### src/rtl/dmem_ctrl_if.sv
// Memory-stage request/response bundle plus the SRAM port of the data-memory responder.
interface dmem_ctrl_if #(
  parameter int unsigned ADDR_WIDTH = 12,
  parameter int unsigned DATA_WIDTH = 32
);
  // Pipeline side
  logic                  memread_M;
  logic                  memwrite_M;
  logic [2:0]            load_store_M;
  logic [31:0]           addr_M;
  logic [DATA_WIDTH-1:0] wdata_M;
  logic                  stall_mem;
  logic                  done;
  logic [DATA_WIDTH-1:0] load_data;
  logic                  misalign;

  // SRAM side
  logic                  ram_en;
  logic [3:0]            ram_we;
  logic [ADDR_WIDTH-1:0] ram_addr;
  logic [DATA_WIDTH-1:0] ram_wdata;
  logic [DATA_WIDTH-1:0] ram_rdata;

  // Controller view
  modport slave (
    input  memread_M, memwrite_M, load_store_M, addr_M, wdata_M, ram_rdata,
    output stall_mem, done, load_data, misalign, ram_en, ram_we, ram_addr, ram_wdata
  );

  // Pipeline + SRAM view
  modport master (
    output memread_M, memwrite_M, load_store_M, addr_M, wdata_M, ram_rdata,
    input  stall_mem, done, load_data, misalign, ram_en, ram_we, ram_addr, ram_wdata
  );
endinterface

### src/rtl/dmem_ctrl.sv
// Data-memory responder: runs one load/store on a synchronous single-port SRAM,
// stalling the pipeline while the access is in flight.
module dmem_ctrl #(
  parameter int unsigned DATA_WIDTH  = 32,
  parameter int unsigned ADDR_WIDTH  = 12,
  parameter int unsigned WAIT_CYCLES = 1
) (
  input logic        clk,
  input logic        rst,
  dmem_ctrl_if.slave bus
);

  localparam int unsigned CNT_W = 4;

  typedef enum logic [1:0] {
    IDLE   = 2'd0,
    ACCESS = 2'd1,
    WAIT   = 2'd2,
    DONE   = 2'd3
  } state_t;

  localparam logic [1:0] SZ_B = 2'd0;
  localparam logic [1:0] SZ_H = 2'd1;
  localparam logic [1:0] SZ_W = 2'd2;

  state_t                state_q, state_d;

  logic                  req_c, bad_addr_c, accept_c, uns_in_c;
  logic [1:0]            size_in_c;

  logic                  st_q, uns_q;
  logic [1:0]            size_q, off_q;
  logic [ADDR_WIDTH-1:0] waddr_q;
  logic [DATA_WIDTH-1:0] wdata_q, load_data_q;
  logic [CNT_W-1:0]      cnt_q;

  logic [7:0]            byte_c;
  logic [15:0]           half_c;
  logic [DATA_WIDTH-1:0] ext_c, lanes_c;
  logic [3:0]            we_c;

  logic                  stall_c, mis_c, done_c, en_c;
  logic [3:0]            ram_we_c;
  logic [DATA_WIDTH-1:0] ram_wdata_c;

  // Address bits above the SRAM range are deliberately ignored (addresses wrap).
  logic                  unused_addr_bits;
  assign unused_addr_bits = ^bus.addr_M[31:ADDR_WIDTH+2];

  // Decode the incoming request: access size, signedness, alignment, acceptance.
  always_comb begin
    size_in_c = SZ_W;
    case (bus.load_store_M)
      3'b000, 3'b001, 3'b101: size_in_c = SZ_B;
      3'b010, 3'b011, 3'b110: size_in_c = SZ_H;
      default:                size_in_c = SZ_W;
    endcase
    uns_in_c   = (bus.load_store_M == 3'b001) || (bus.load_store_M == 3'b011);
    req_c      = bus.memread_M | bus.memwrite_M;
    bad_addr_c = ((size_in_c == SZ_H) && bus.addr_M[0]) ||
                 ((size_in_c == SZ_W) && (bus.addr_M[1:0] != 2'b00));
    accept_c   = (state_q == IDLE) && req_c && !bad_addr_c;
  end

  // State register.
  always_ff @(posedge clk or negedge rst) begin
    if (!rst) state_q <= IDLE;
    else      state_q <= state_d;
  end

  // Next-state logic; the store wins when both request strobes are high.
  always_comb begin
    state_d = state_q;
    case (state_q)
      IDLE:    if (accept_c) state_d = ACCESS;
      ACCESS:  state_d = st_q ? DONE : WAIT;
      WAIT:    if (cnt_q == CNT_W'(1)) state_d = DONE;
      DONE:    state_d = IDLE;
      default: state_d = IDLE;
    endcase
  end

  // Latch the request, run the read-latency counter and capture load data.
  always_ff @(posedge clk or negedge rst) begin
    if (!rst) begin
      st_q        <= 1'b0;
      uns_q       <= 1'b0;
      size_q      <= SZ_B;
      off_q       <= 2'b00;
      waddr_q     <= '0;
      wdata_q     <= '0;
      cnt_q       <= '0;
      load_data_q <= '0;
    end else begin
      if (accept_c) begin
        st_q    <= bus.memwrite_M;
        uns_q   <= uns_in_c;
        size_q  <= size_in_c;
        off_q   <= bus.addr_M[1:0];
        waddr_q <= bus.addr_M[ADDR_WIDTH+1:2];
        wdata_q <= bus.wdata_M;
      end
      if (state_q == ACCESS) begin
        cnt_q <= CNT_W'(WAIT_CYCLES);
      end else if (state_q == WAIT) begin
        cnt_q <= cnt_q - CNT_W'(1);
        if (cnt_q == CNT_W'(1)) load_data_q <= ext_c;
      end
    end
  end

  // Lane steering: byte enables and replicated store data, extended load data.
  always_comb begin
    byte_c = 8'(bus.ram_rdata >> {off_q, 3'b000});
    half_c = 16'(bus.ram_rdata >> {off_q[1], 4'b0000});
    case (size_q)
      SZ_B: begin
        ext_c   = uns_q ? {24'd0, byte_c} : {{24{byte_c[7]}}, byte_c};
        we_c    = 4'b0001 << off_q;
        lanes_c = {4{wdata_q[7:0]}};
      end
      SZ_H: begin
        ext_c   = uns_q ? {16'd0, half_c} : {{16{half_c[15]}}, half_c};
        we_c    = 4'b0011 << {off_q[1], 1'b0};
        lanes_c = {2{wdata_q[15:0]}};
      end
      default: begin
        ext_c   = bus.ram_rdata;
        we_c    = 4'b1111;
        lanes_c = wdata_q;
      end
    endcase
  end

  // Per-state outputs; stall and misalign look at the live request only in IDLE.
  always_comb begin
    stall_c     = 1'b0;
    mis_c       = 1'b0;
    done_c      = 1'b0;
    en_c        = 1'b0;
    ram_we_c    = 4'b0000;
    ram_wdata_c = '0;
    case (state_q)
      IDLE: begin
        if (req_c) begin
          mis_c   = bad_addr_c | (bus.memread_M & bus.memwrite_M);
          stall_c = !bad_addr_c;
        end
      end
      ACCESS: begin
        stall_c = 1'b1;
        en_c    = 1'b1;
        if (st_q) begin
          ram_we_c    = we_c;
          ram_wdata_c = lanes_c;
        end
      end
      WAIT:    stall_c = 1'b1;
      DONE:    done_c  = 1'b1;
      default: stall_c = 1'b0;
    endcase
  end

  assign bus.stall_mem = stall_c & rst;
  assign bus.misalign  = mis_c & rst;
  assign bus.done      = done_c;
  assign bus.ram_en    = en_c;
  assign bus.ram_we    = ram_we_c;
  assign bus.ram_addr  = waddr_q;
  assign bus.ram_wdata = ram_wdata_c;
  assign bus.load_data = load_data_q;

endmodule

### src/flat_wrapper.sv
// flat-port wrapper written by rule: the top's interface ports become plain ports
module dmem_ctrl_flat 
#(
  parameter int unsigned DATA_WIDTH  = 32,
  parameter int unsigned ADDR_WIDTH  = 12,
  parameter int unsigned WAIT_CYCLES = 1
)
  (clk, rst, bus_memread_M, bus_memwrite_M, bus_load_store_M, bus_addr_M, bus_wdata_M, bus_ram_rdata, bus_stall_mem, bus_done, bus_load_data, bus_misalign, bus_ram_en, bus_ram_we, bus_ram_addr, bus_ram_wdata);
  dmem_ctrl_if #(.ADDR_WIDTH(ADDR_WIDTH), .DATA_WIDTH(DATA_WIDTH)) bus_i ();
  input logic clk;
  input logic rst;
  input wire logic [$bits(bus_i.memread_M)-1:0] bus_memread_M;
  input wire logic [$bits(bus_i.memwrite_M)-1:0] bus_memwrite_M;
  input wire logic [$bits(bus_i.load_store_M)-1:0] bus_load_store_M;
  input wire logic [$bits(bus_i.addr_M)-1:0] bus_addr_M;
  input wire logic [$bits(bus_i.wdata_M)-1:0] bus_wdata_M;
  input wire logic [$bits(bus_i.ram_rdata)-1:0] bus_ram_rdata;
  output wire logic [$bits(bus_i.stall_mem)-1:0] bus_stall_mem;
  output wire logic [$bits(bus_i.done)-1:0] bus_done;
  output wire logic [$bits(bus_i.load_data)-1:0] bus_load_data;
  output wire logic [$bits(bus_i.misalign)-1:0] bus_misalign;
  output wire logic [$bits(bus_i.ram_en)-1:0] bus_ram_en;
  output wire logic [$bits(bus_i.ram_we)-1:0] bus_ram_we;
  output wire logic [$bits(bus_i.ram_addr)-1:0] bus_ram_addr;
  output wire logic [$bits(bus_i.ram_wdata)-1:0] bus_ram_wdata;
  assign bus_i.memread_M = bus_memread_M;
  assign bus_i.memwrite_M = bus_memwrite_M;
  assign bus_i.load_store_M = bus_load_store_M;
  assign bus_i.addr_M = bus_addr_M;
  assign bus_i.wdata_M = bus_wdata_M;
  assign bus_i.ram_rdata = bus_ram_rdata;
  assign bus_stall_mem = bus_i.stall_mem;
  assign bus_done = bus_i.done;
  assign bus_load_data = bus_i.load_data;
  assign bus_misalign = bus_i.misalign;
  assign bus_ram_en = bus_i.ram_en;
  assign bus_ram_we = bus_i.ram_we;
  assign bus_ram_addr = bus_i.ram_addr;
  assign bus_ram_wdata = bus_i.ram_wdata;
  dmem_ctrl #(.DATA_WIDTH(DATA_WIDTH), .ADDR_WIDTH(ADDR_WIDTH), .WAIT_CYCLES(WAIT_CYCLES)) u_core (.clk(clk), .rst(rst), .bus(bus_i));
endmodule
### config.mk
export PLATFORM = sky130hd
export DESIGN_NAME = dmem_ctrl_flat
export DESIGN_NICKNAME = d
export VERILOG_FILES = /design/src/rtl/dmem_ctrl_if.sv /design/src/rtl/dmem_ctrl.sv /design/src/flat_wrapper.sv
export SDC_FILE = /design/constraint.sdc
export NUM_CORES = 1
export LEC_CHECK = 0
export CAP_MARGIN = 20
export CORE_ASPECT_RATIO = 0.5
export CORE_MARGIN = 5
export CORE_UTILIZATION = 48
export CTS_CLUSTER_DIAMETER = 30
export DETAILED_ROUTE_END_ITERATION = 6
export PLACE_DENSITY = 0.86
export RECOVER_POWER = 50
export SETUP_SLACK_MARGIN = 0.3
export SLEW_MARGIN = 10
export SYNTH_ARGS = -nofsm -noshare
export SYNTH_HDL_FRONTEND = slang
export SYNTH_SLANG_ARGS = --single-unit
### constraint.sdc
create_clock -name clk -period 3.85 [get_ports clk]
set_input_delay 0.77 -clock clk [delete_from_list [all_inputs] [get_ports clk]]
set_output_delay 0.77 -clock clk [all_outputs]
set_load 0.005 [all_outputs]
Yosys cells after proc, flatten, opt, wreduce, memory -nomap -nowiden. Cells that the tools add are included.

Output and inout bits: 84. Bits in registers: 88. Word-level logic and storage cells: 73.

Mux-type cells: 22. Equal/unequal tests: 14. Shift-type cells: 4. Bitwise operators: 6. Reductions and logical operators: 17. $add $sub $neg: 1.

Operators by type and width (count): 32-bit two-way mux (4); 32-bit one-hot mux with 2 select lines (2); 32-bit by 5-bit right shift with 16-bit output (1); 32-bit by 5-bit right shift with 8-bit output (1); 4-bit two-way mux (4); 2-bit one-hot mux with 4 select lines (1); 4-bit one-hot mux with 2 select lines (1); 2-bit by 1-bit equality test with 1-bit output, second input constant (3); 2-bit equality test, second input constant (3); 3-bit by 2-bit equality test with 1-bit output, second input constant (2); 3-bit equality test, second input constant (2); 1-bit two-way mux (6); 3-bit OR reduction (2); 4-bit by 1-bit equality test with 1-bit output, second input constant (1); 1-bit logical AND (4); 2-bit logical NOT (2); 2-bit two-way mux (2); 2-bit by 1-bit != test with 1-bit output, second input constant (2); 2-bit one-hot mux with 2 select lines (1); 2-bit nonzero test (2); 1-bit by 2-bit << shifter with 4-bit output, first input constant (1); 2-bit by 2-bit << shifter with 4-bit output, first input constant (1); 4-bit by 1-bit subtractor with 4-bit output, second input constant (1); 1-bit bitwise AND (3); other kinds (10) (12).

Logic depth before layout (Yosys ltp). Gate-level depths: netlist of run 1.

Word-level depth: 10. Depth in mapped cells: 8.

Worst setup path after synthesis of run 1. OpenSTA, ideal clock, no wires.

Path kind: input to output. Start point: input bus_load_store_M[1]. End point: output bus_stall_mem. Slack: 1182 ps. Arrival time: 1898 ps. Stages on the path: 6. Data required time: 3080 ps. Cell sequence: nor2b_1 > a221o_1 > nor2b_1 > buf_6 > buf_6 > o211a_1.

Word-level cells in the longest chain between the ends: 10. Elaborated cells between the ends (all ways): 18.

Ends and longest elaborated chain: from (decl) (RTL line flat_wrapper.sv:14) `input wire logic [$bits(bus_i.load_store_M)-1:0] bus_load_store_M;`; 3-bit by 2-bit equality test with 1-bit output (tied with other cells) (RTL line dmem_ctrl.sv:53) `case (bus.load_store_M)`; 3-bit OR reduction (RTL line dmem_ctrl.sv:53); 2-bit one-hot mux with 2 select lines * (RTL line dmem_ctrl.sv:53); 2-bit by 1-bit equality test with 1-bit output or 2-bit equality test (tied branches) (RTL line dmem_ctrl.sv:60, dmem_ctrl.sv:61); 1-bit logical AND (on tied branches) (RTL line dmem_ctrl.sv:60, dmem_ctrl.sv:61); 1-bit logical OR * (RTL line dmem_ctrl.sv:60) `bad_addr_c = ((size_in_c == SZ_H) && bus.addr_M[0]) ||`; 1-bit logical NOT * (RTL line dmem_ctrl.sv:147) `stall_c = !bad_addr_c;`; 1-bit two-way mux * (RTL line dmem_ctrl.sv:145) `if (req_c) begin`; 1-bit one-hot mux with 2 select lines * (RTL line dmem_ctrl.sv:143) `case (state_q)`; 1-bit bitwise AND * (RTL line dmem_ctrl.sv:164) `assign bus.stall_mem = stall_c & rst;`; to (decl) (RTL line flat_wrapper.sv:18) `output wire logic [$bits(bus_i.stall_mem)-1:0] bus_stall_mem;`.

Mark *: on every way between the ends. The rest lies on a longest branch, timed or not.

Worst setup path in the final report of run 1.
Start point: input bus_load_store_M[0]. End point: output bus_misalign.

Word-level cells in the longest chain between the ends: 10. Elaborated cells between the ends (all ways): 18.

Ends and longest elaborated chain: 3-bit by 2-bit equality test with 1-bit output (tied with other cells) (RTL line dmem_ctrl.sv:53); 3-bit OR reduction (RTL line dmem_ctrl.sv:53); 2-bit one-hot mux with 2 select lines * (RTL line dmem_ctrl.sv:53); 2-bit by 1-bit equality test with 1-bit output or 2-bit equality test (tied branches) (RTL line dmem_ctrl.sv:60, dmem_ctrl.sv:61); 1-bit logical AND (on tied branches) (RTL line dmem_ctrl.sv:60, dmem_ctrl.sv:61); 1-bit logical OR * (RTL line dmem_ctrl.sv:60); 1-bit bitwise OR * (RTL line dmem_ctrl.sv:146) `mis_c = bad_addr_c | (bus.memread_M & bus.memwrite_M);`; 1-bit two-way mux * (RTL line dmem_ctrl.sv:145); 1-bit two-way mux * (RTL line dmem_ctrl.sv:143); 1-bit bitwise AND * (RTL line dmem_ctrl.sv:165) `assign bus.misalign = mis_c & rst;`; to (decl) (RTL line flat_wrapper.sv:21) `output wire logic [$bits(bus_i.misalign)-1:0] bus_misalign;`.

Marked as above.

==> run metrics, run 1 <==
outcome=finished, violations left; failing checks=max-capacitance violations, max-slew violations; standard cell core area=10150 sq um; Top-Level Pins=187; unrepaired setup endpoints after global routing=false; final worst path period share=between 90 and 100%; width of the die=153.7 um; hold_ws=0.4710 ns; post-route setup TNS=0 ns; netlist area before placement=4955 sq um; worst clock skew=0.01155 ns; drt drc=0; number of placement rows=26; final max-slew violation count=76; total global-route track usage=24.17%; starting density of the core=48.82%; clock group share of total power=16.1%; number of failing setup endpoints in the final timing report=0; Leak=between 2 and 3 nW; number of endpoints with negative hold slack in the final report=0; post-synthesis to final-layout area growth=41.31%; total wirelength of the detailed-routed design=15380 um; Critical Path Source Type=input port; largest cells by area after synthesis=dfrtp_1, mux2_4, a21oi_1, nor2_1, mux2i_1; class of the most critical hold timing path=reg -> reg; worst-path cell with the longest stage delay=dlygate4sd3_1; worst setup slack after layout=0.2987 ns; fraction of registers with async set/reset=100.0%; Worst setup EP type=output pin; detail-routed via count per cell=5.781; headroom to the max-slew limit=-26.22%; Syn Nets=569; cell count after synthesis=459; count of antenna-violating nets left after detailed routing=0; overall power=5.427 mW; Cell Chain, Critical Path=dlygate4sd3_1 > nand2b_1 > a221o_1 > o21ai_0 > and3_1 > clkdlybuf4s50_1; CTS tree=yes; clock root buffer master=clkbuf_16; power density over the cells=approximately 780 nW/um^2; wire per inst=20.31 um; Vias=4376; sequential share of the synthesized area=44.44%; fill cell instance count of the final layout=760; DP Cell Count=between 700 and 800; total overflow reported by the global router=0; CP Data Required Time=3.08 ns; synthesized flop and latch total=slightly below 90; portion of synthesized cell area occupied by the leading cell type=44.44%; # diodes=0; die area=~13000 sq um; number of enable flip-flop cells after synthesis=0; clock latency on the worst-skew pair=0.35 ns; CP max stage delay=0.60 ns; transition time at the pin with the least slew margin=1.893 ns; part of the power in registers=33.6%; kind of critical path=in -> out; clock buffer count from CTS=9; via count of the first global-routing pass=about 4600; antenna violations before repair=0; sinks on the clock net=88; Internal=3.356 mW; largest net degree at the start of global routing=76; net switching component of the power=2.071 mW; Min Clock Period, post-route=about 3.6 ns; number of cells in the finished layout apart from fillers=757; Final Net Count=722; dominant synthesized flop cell=dfrtp_1; Post-Syn Area per Cell=10.79 sq um; post-placement setup slack=slightly above 0.4 ns; Final Wtd Congestion=0.8235; drt first pass iters=5; net switching share of the total power=38.16%; signal arrival time at the worst endpoint=approximately 2.8 ns; largest voltage drop on the vdd net=between 0.3 and 0.4 mV; top fanout value on the critical path=5; HPWL after detailed placement=10410 um; most area-hungry cell type in the Yosys netlist=dfrtp_1; clock-pin slew on the worst setup and hold paths=0.07 ns; count of maximum capacitance violations=1; H-Tree Level Count=3; maximum operating frequency=281.6 MHz; IO buf count=168; total number of yosys warnings=0; y dimension of the die=81.84 um; share of post-route cells with drive strength above 1=15.07%; number of library cell types mapped by synthesis=42; portion of total power attributed to combinational logic=between 50% and 60%; Clock Tree Buf Depth=2; 1st-iter DRT viols=387; first-pass GRT wire length=around 24000 um
==> timing repair <==
| action | in CTS | in global routing |
|---|---|---|
| endpoints found under the hold margin | 0 | 0 |
| setup buffers | 0 | 0 |
| endpoints found under the setup margin | 0 | 2 |
| gates resized for setup | 0 | 1 |
| hold buffers | 0 | 0 |
==> stage by stage <==
stage | area, sq um | util (%)
floorplan | 4955 | -
global placement | 6709 | 66.10
detailed placement | 6709 | 66.10
CTS | 7005 | 69.02
global route | 7002 | 68.98
finish | 7002 | 68.98
==> Yosys cell counts, types with 2 or more instances <==
library cell,count
o21ai_0,29
and3_1,12
buf_6,7
dfrtp_1,88
o221ai_1,8
o22ai_1,9
inv_1,11
a221oi_1,9
nand2_1,34
ha_1,7
mux2i_1,19
mux4_2,8
mux2_4,48
buf_2,6
mux2_2,2
o211ai_1,16
nor3_1,2
clkbuf_1,21
a21oi_1,46
nor2_1,52
nor2b_1,4
==> state kept, by name, summed over array words and instances, names as in the netlist <==
| name | count |
|---|---|
| u_core.bus.load_data | 32 |
| u_core.wdata_q | 32 |
| u_core.bus.ram_addr | 12 |
| u_core.cnt_q | 4 |
| u_core.off_q | 2 |
| u_core.size_q | 2 |
| u_core.state_q | 2 |
| u_core.st_q | 1 |
| u_core.uns_q | 1 |
==> critical path, delay by kind of cell <==
family	cells	cell delay (ns)
and+or+nand+nor	2	0.33
buffers and inverters	2	1.10
AOI/OAI and AO/OA	2	0.58
==> cells in the final DEF (no fill, tap or decap), drive strengths merged, types with 2 or more instances in the layout <==
cell type,n
dlygate4sd3,37
mux4,8
clkinv,3
inv,15
o21ai,29
nor3,3
ha,7
nor2b,5
a221oi,9
clkdlybuf4s50,130
nand2,34
nor2,52
o22ai,9
mux2,50
o211ai,16
mux2i,19
clkbuf,11
a21oi,46
o221ai,8
buf,8
a211oi,2
or2,2
dfrtp,88
and3,12
==> power groups by stage <==
| stage | Combinational [mW] | Sequential [mW] | Clock [mW] |
|---|---|---|---|
| after CTS | 2.79 | 1.82 | 0.886 |
| after floorplan | 1.73 | 1.67 | 0 |
| after global routing | 2.94 | 1.88 | 0.922 |
| after global placement | 2.67 | 1.80 | 0 |
| final | 2.73 | 1.83 | 0.876 |
| after detailed placement | 2.75 | 1.82 | 0 |
==> cells by family (layout without fill, tap and decap cells) <==
logic type | count (synthesis) | after routing | share of synthesized area [%]
muxes | 77 | 77 | 22.47
and+or+nand+nor | 115 | 115 | 10.68
adders and majority gates | 7 | 7 | 1.768
xor gates and xnor gates | 1 | 1 | 0.1768
AOI/OAI and AO/OA | 125 | 125 | 15.76
buffers and inverters | 46 | 204 | 4.697
DFF | 88 | 88 | 44.44
==> per-layer routing <==
layer	up-vias	share of wire, %	global-route usage, %
met5	-	0	0
met3	41	6.2	5.526
met1	2157	40	29.18
met4	0	2.9	8.811
li1	1969	-	-
met2	209	51	43.32
==> layout make-up <==
class	count	area (sq um)	area share, %
Timing Repair Buffer	177	1740	24.86
Inverter	11	41.29	0.5897
Sequential cell	88	2203	31.47
Multi-Input combinational cell	325	2545	36.35
Clock inverter	7	71.32	1.019
Tap cell	140	175.2	2.502
Clock buffer	9	225.2	3.217
==> final timing paths <==
check / startpoint / to / slack, ns / cells past startpoint
worst max-delay path: bus_load_store_M[0] / bus_misalign / 0.30 / 6
worst min-delay path: u_core.bus.load_data[9]$_DFFE_PN0P_ / u_core.bus.load_data[9]$_DFFE_PN0P_ / 0.47 / 2
worst max register to register: u_core.off_q[0]$_DFFE_PN0P_ / u_core.bus.load_data[22]$_DFFE_PN0P_ / 1.28 / 4
worst min register to register: u_core.bus.load_data[9]$_DFFE_PN0P_ / u_core.bus.load_data[9]$_DFFE_PN0P_ / 0.47 / 2
max in group asynchronous: rst / u_core.size_q[1]$_DFFE_PN0P_ / 0.87 / 2
min in group asynchronous: rst / u_core.wdata_q[20]$_DFFE_PN0P_ / 0.51 / 1
Power figures use the tool's default switching activity.
==> run 2: changes to the inputs <==
ABC_AREA = 1   (was unset)
HOLD_SLACK_MARGIN = 0.06   (was unset)
==> run 2 against run 1 <==
  * The flow still finishes with violations (max-capacitance violations, max-slew violations)
  * Core utilization is 0.44 points lower
  * Synthesized cell count is 47% higher
  * Worst setup slack better by 0.10 ns
  * Combinational power is 9.2% lower
  * Register-to-register slack better by 0.16 ns
  * Power is 6.0% lower
  * Clock skew is 0.0016 ns lower
  * Worst hold slack worse by 0.17 ns
==> run metrics, run 2 <==
number of enable flip-flop cells after synthesis=0 (unchanged); fill cell instance count of the final layout=849 (was 760); dominant synthesized flop cell=dfrtp_1 (unchanged); H-Tree Level Count=3 (unchanged); hold_ws=0.3013 ns (was 0.4710 ns); cell count after synthesis=677 (was 459); top post-synthesis cells by count=nand2_1, dfrtp_1, inv_1 (was dfrtp_1, nor2_1, mux2_4); signal arrival time at the worst endpoint=2.68 ns (was 2.78 ns); number of failing setup endpoints in the final timing report=0 (unchanged); width of the die=152.7 um (was 153.7 um); failing checks=max-capacitance violations, max-slew violations (unchanged); final cell area excluding filler cells=6913 sq um (was 7002 sq um); number of placement rows=26 (unchanged); Syn Nets=787 (was 569); Final Net Count=937 (was 722); CTS tree=yes (unchanged); Cell Chain, Critical Path=inv_1 > o21ai_0 > a21oi_1 > clkdlybuf4s50_1 (was dlygate4sd3_1 > nand2b_1 > a221o_1 > o21ai_0 > and3_1 > clkdlybuf4s50_1); starting density of the core=48.45% (was 48.82%); Post-CTS Resized=0 (unchanged); post-synthesis share of cell area spent on xor and xnor gates=0% (was 0.1768%); headroom to the max-slew limit=-15.67% (was -26.22%); clock root buffer master=clkbuf_16 (unchanged); Compound-Gate Fraction of Synth Area=13.60% (was 15.76%); first-pass GRT wire length=23270 um (was 24050 um); Min Clock Period, post-route=3.450 ns (was 3.551 ns); post-synthesis to final-layout area growth=41.49% (was 41.31%); wire per inst=14.76 um (was 20.31 um); Clock Tree Buf Depth=2 (unchanged); Critical Path Stages=4 (was 6); Critical Path Source Type=register (was input port); Placed Area=6584 sq um (was 6709 sq um); transition time at the pin with the least slew margin=1.735 ns (was 1.893 ns); depth of the worst register-to-register path=8 (was 4); number of endpoints with negative hold slack in the final report=0 (unchanged); sinks on the clock net=88 (unchanged); standard cell core area=10080 sq um (was 10150 sq um); synthesized flop and latch total=88 (unchanged); worst clock skew=0.009927 ns (was 0.01155 ns); antenna violations before repair=0 (unchanged); number of buffers and inverters on the critical path=2 (unchanged); die area=12420 sq um (was 12580 sq um); clock-pin slew on the worst setup and hold paths=0.06 ns (was 0.07 ns); Vias=4939 (was 4376); largest voltage drop on the vdd net=0.3623 mV (was 0.3229 mV); kind of critical path=reg -> out (was in -> out); worst-path cell with the longest stage delay=inv_1 (was dlygate4sd3_1); Post-Synth Simple-Gate Area=29.73% (was 10.68%); worst setup slack after layout=0.4003 ns (was 0.2987 ns); Worst setup EP type=output pin (unchanged); share of post-route cells with drive strength above 1=5.529% (was 15.07%); y dimension of the die=81.34 um (was 81.84 um); share of synthesized cell area in full adder, half adder and majority cells=1.793% (was 1.768%); total overflow reported by the global router=0 (unchanged); final max-slew violation count=70 (was 76); # diodes=0 (unchanged); reg-to-reg endpoint=u_core.size_q[1]$_DFFE_PN0P_ (was u_core.bus.load_data[22]$_DFFE_PN0P_); number of library cell types mapped by synthesis=28 (was 42); top-count cell post-synth=nand2_1 (was dfrtp_1); most frequent standard cell in the layout excluding fill and tap cells=nand2_1 (was clkdlybuf4s50_1); main combinational cell family by area after synthesis=simple AND/OR/NAND/NOR gates (was multiplexers); count of antenna-violating nets left after detailed routing=0 (unchanged); Leak=3.399 nW (was 2.918 nW); post-placement setup slack=0.6589 ns (was 0.4075 ns); total global-route track usage=23.16% (was 24.17%); portion of synthesized cell area occupied by the leading cell type=45.07% (was 44.44%); CP max stage delay=0.84 ns (was 0.60 ns); Final Wtd Congestion=0.8987 (was 0.8235); post-route setup TNS=0 ns (unchanged); CP Data Required Time=3.08 ns (about the same); netlist area before placement=4886 sq um (was 4955 sq um); Top-Level Pins=187 (unchanged); clock buffer count from CTS=9 (unchanged); total wirelength of the detailed-routed design=14350 um (was 15380 um); IO buf count=168 (unchanged); overall power=5.099 mW (was 5.427 mW); portion of netlist area occupied by mux cells=0% (was 22.47%); most area-hungry cell type in the Yosys netlist=dfrtp_1 (unchanged); power density over the cells=737.6 nW/um^2 (was 775.1 nW/um^2); unrepaired setup endpoints after global routing=false (unchanged); fraction of registers with async set/reset=100.0% (unchanged); maximum operating frequency=289.9 MHz (was 281.6 MHz); Post-Syn Area per Cell=7.217 sq um (was 10.79 sq um); 1st-iter DRT viols=452 (was 387); count of maximum capacitance violations=1 (unchanged); via count of the first global-routing pass=4773 (was 4566); class of the most critical hold timing path=in -> async (was reg -> reg); worst reg2reg startpoint=u_core.state_q[0]$_DFFE_PN0P_ (was u_core.off_q[0]$_DFFE_PN0P_); HPWL after detailed placement=10160 um (was 10410 um); FF-to-FF setup slack=1.44 ns (was 1.28 ns); top library cells by usage in the layout, fill and taps aside=nand2_1, clkdlybuf4s50_1, dfrtp_1, inv_1, a21oi_1 (was clkdlybuf4s50_1, dfrtp_1, nor2_1, mux2_4, a21oi_1); outcome=finished, violations left (unchanged); crit-path leading delay family=buffers and inverters (unchanged); detail-routed via count per cell=5.081 (was 5.781); largest net degree at the start of global routing=70 (was 76); sequential share of the synthesized area=45.07% (was 44.44%); total number of yosys warnings=0 (unchanged); largest cells by area after synthesis=dfrtp_1, nand2_1, a21oi_1, o21ai_0, inv_1 (was dfrtp_1, mux2_4, a21oi_1, nor2_1, mux2i_1); final worst path period share=89.60% (was 92.24%); clock latency on the worst-skew pair=0.35 ns (about the same); drt drc=0 (unchanged); top fanout value on the critical path=34 (was 5); drt first pass iters=5 (unchanged); CTS Hold Buffers Added=0 (unchanged); number of buffers added for setup after CTS=0 (unchanged)
run 2: cell count changes after synthesis, moves of 10 or more:
cell / delta
mux2_4: -48
and3_1: -12
a21oi_1: +10
o21ai_0: +22
nand2_1: +200
buf_2: +11
mux2i_1: -19
or2_0: +12
clkbuf_1: -10
inv_1: +56
nand3_1: +29
run 2: worst register-to-register path: cells and delay by family (launching register included):
kind,cells,cell delay (ns)
AO/OA/AOI/OAI,2,0.29
flip-flops,1,0.42
AND/OR/NAND/NOR,1,0.08
buffers and inverters,4,1.26
adder cells (fa/ha/maj),1,0.22
run 2: metal layers:
| layer | track usage, % | share of wire, % | vias to the layer above |
|---|---|---|---|
| li1 | - | - | 2440 |
| met5 | 0 | 0 | - |
| met3 | 6.067 | 6.8 | 22 |
| met4 | 7.378 | 1.5 | 0 |
| met2 | 40.75 | 50 | 189 |
| met1 | 28.45 | 41 | 2288 |
run 2: report_power, final:
| group | total (mW) | switching [mW] | leakage (nW) | internal [mW] |
|---|---|---|---|---|
| Sequential | 1.66 | 0.278 | 1.07 | 1.38 |
| Clock | 0.963 | 0.387 | 0.159 | 0.576 |
| Combinational | 2.48 | 1.35 | 2.17 | 1.12 |
run 2: worst max-delay path by stage:
stage                                  startpoint                end  slack, ns
finish               u_core.size_q[1]$_DFFE_PN0P_  bus_ram_wdata[22]       0.40
global route         u_core.size_q[1]$_DFFE_PN0P_  bus_ram_wdata[22]       0.19
CTS                 u_core.state_q[1]$_DFFE_PN0P_  bus_ram_wdata[28]       0.45
detailed placement            bus_load_store_M[2]       bus_misalign       0.66
global placement              bus_load_store_M[2]       bus_misalign       0.69
floorplan                     bus_load_store_M[0]      bus_stall_mem       1.64
run 2: layout make-up:
| class | count | area, sq um | share of cell area, % |
|---|---|---|---|
| clock buffer | 9 | 225.2 | 3.258 |
| clock inverter | 7 | 106.4 | 1.538 |
| inverter | 74 | 277.8 | 4.018 |
| multi-input combinational | 480 | 2205 | 31.89 |
| sequential | 88 | 2202 | 31.86 |
| tap | 140 | 175.2 | 2.534 |
| timing repair buffer | 174 | 1722 | 24.90 |
run 2: cells by family (layout without fill, tap and decap cells):
group,Yosys count,in the layout
adder cells (fa/ha/maj),7,7
AO/OA/AOI/OAI,126,126
AND/OR/NAND/NOR,347,347
flip-flops,88,88
buffers and inverters,109,264
run 2: through the flow:
stage,instances,util (%)
2_1_floorplan,677,-
3_3_place_gp,956,65.29
3_5_place_dp,956,65.29
4_1_cts,972,68.57
5_1_grt,972,68.55
6_report,972,68.55
==> run 3: changes to the inputs <==
CAP_MARGIN = unset   (was 20)
==> results of run 3 <==
Final layout, timing and power as in run 2 (identical DEF).
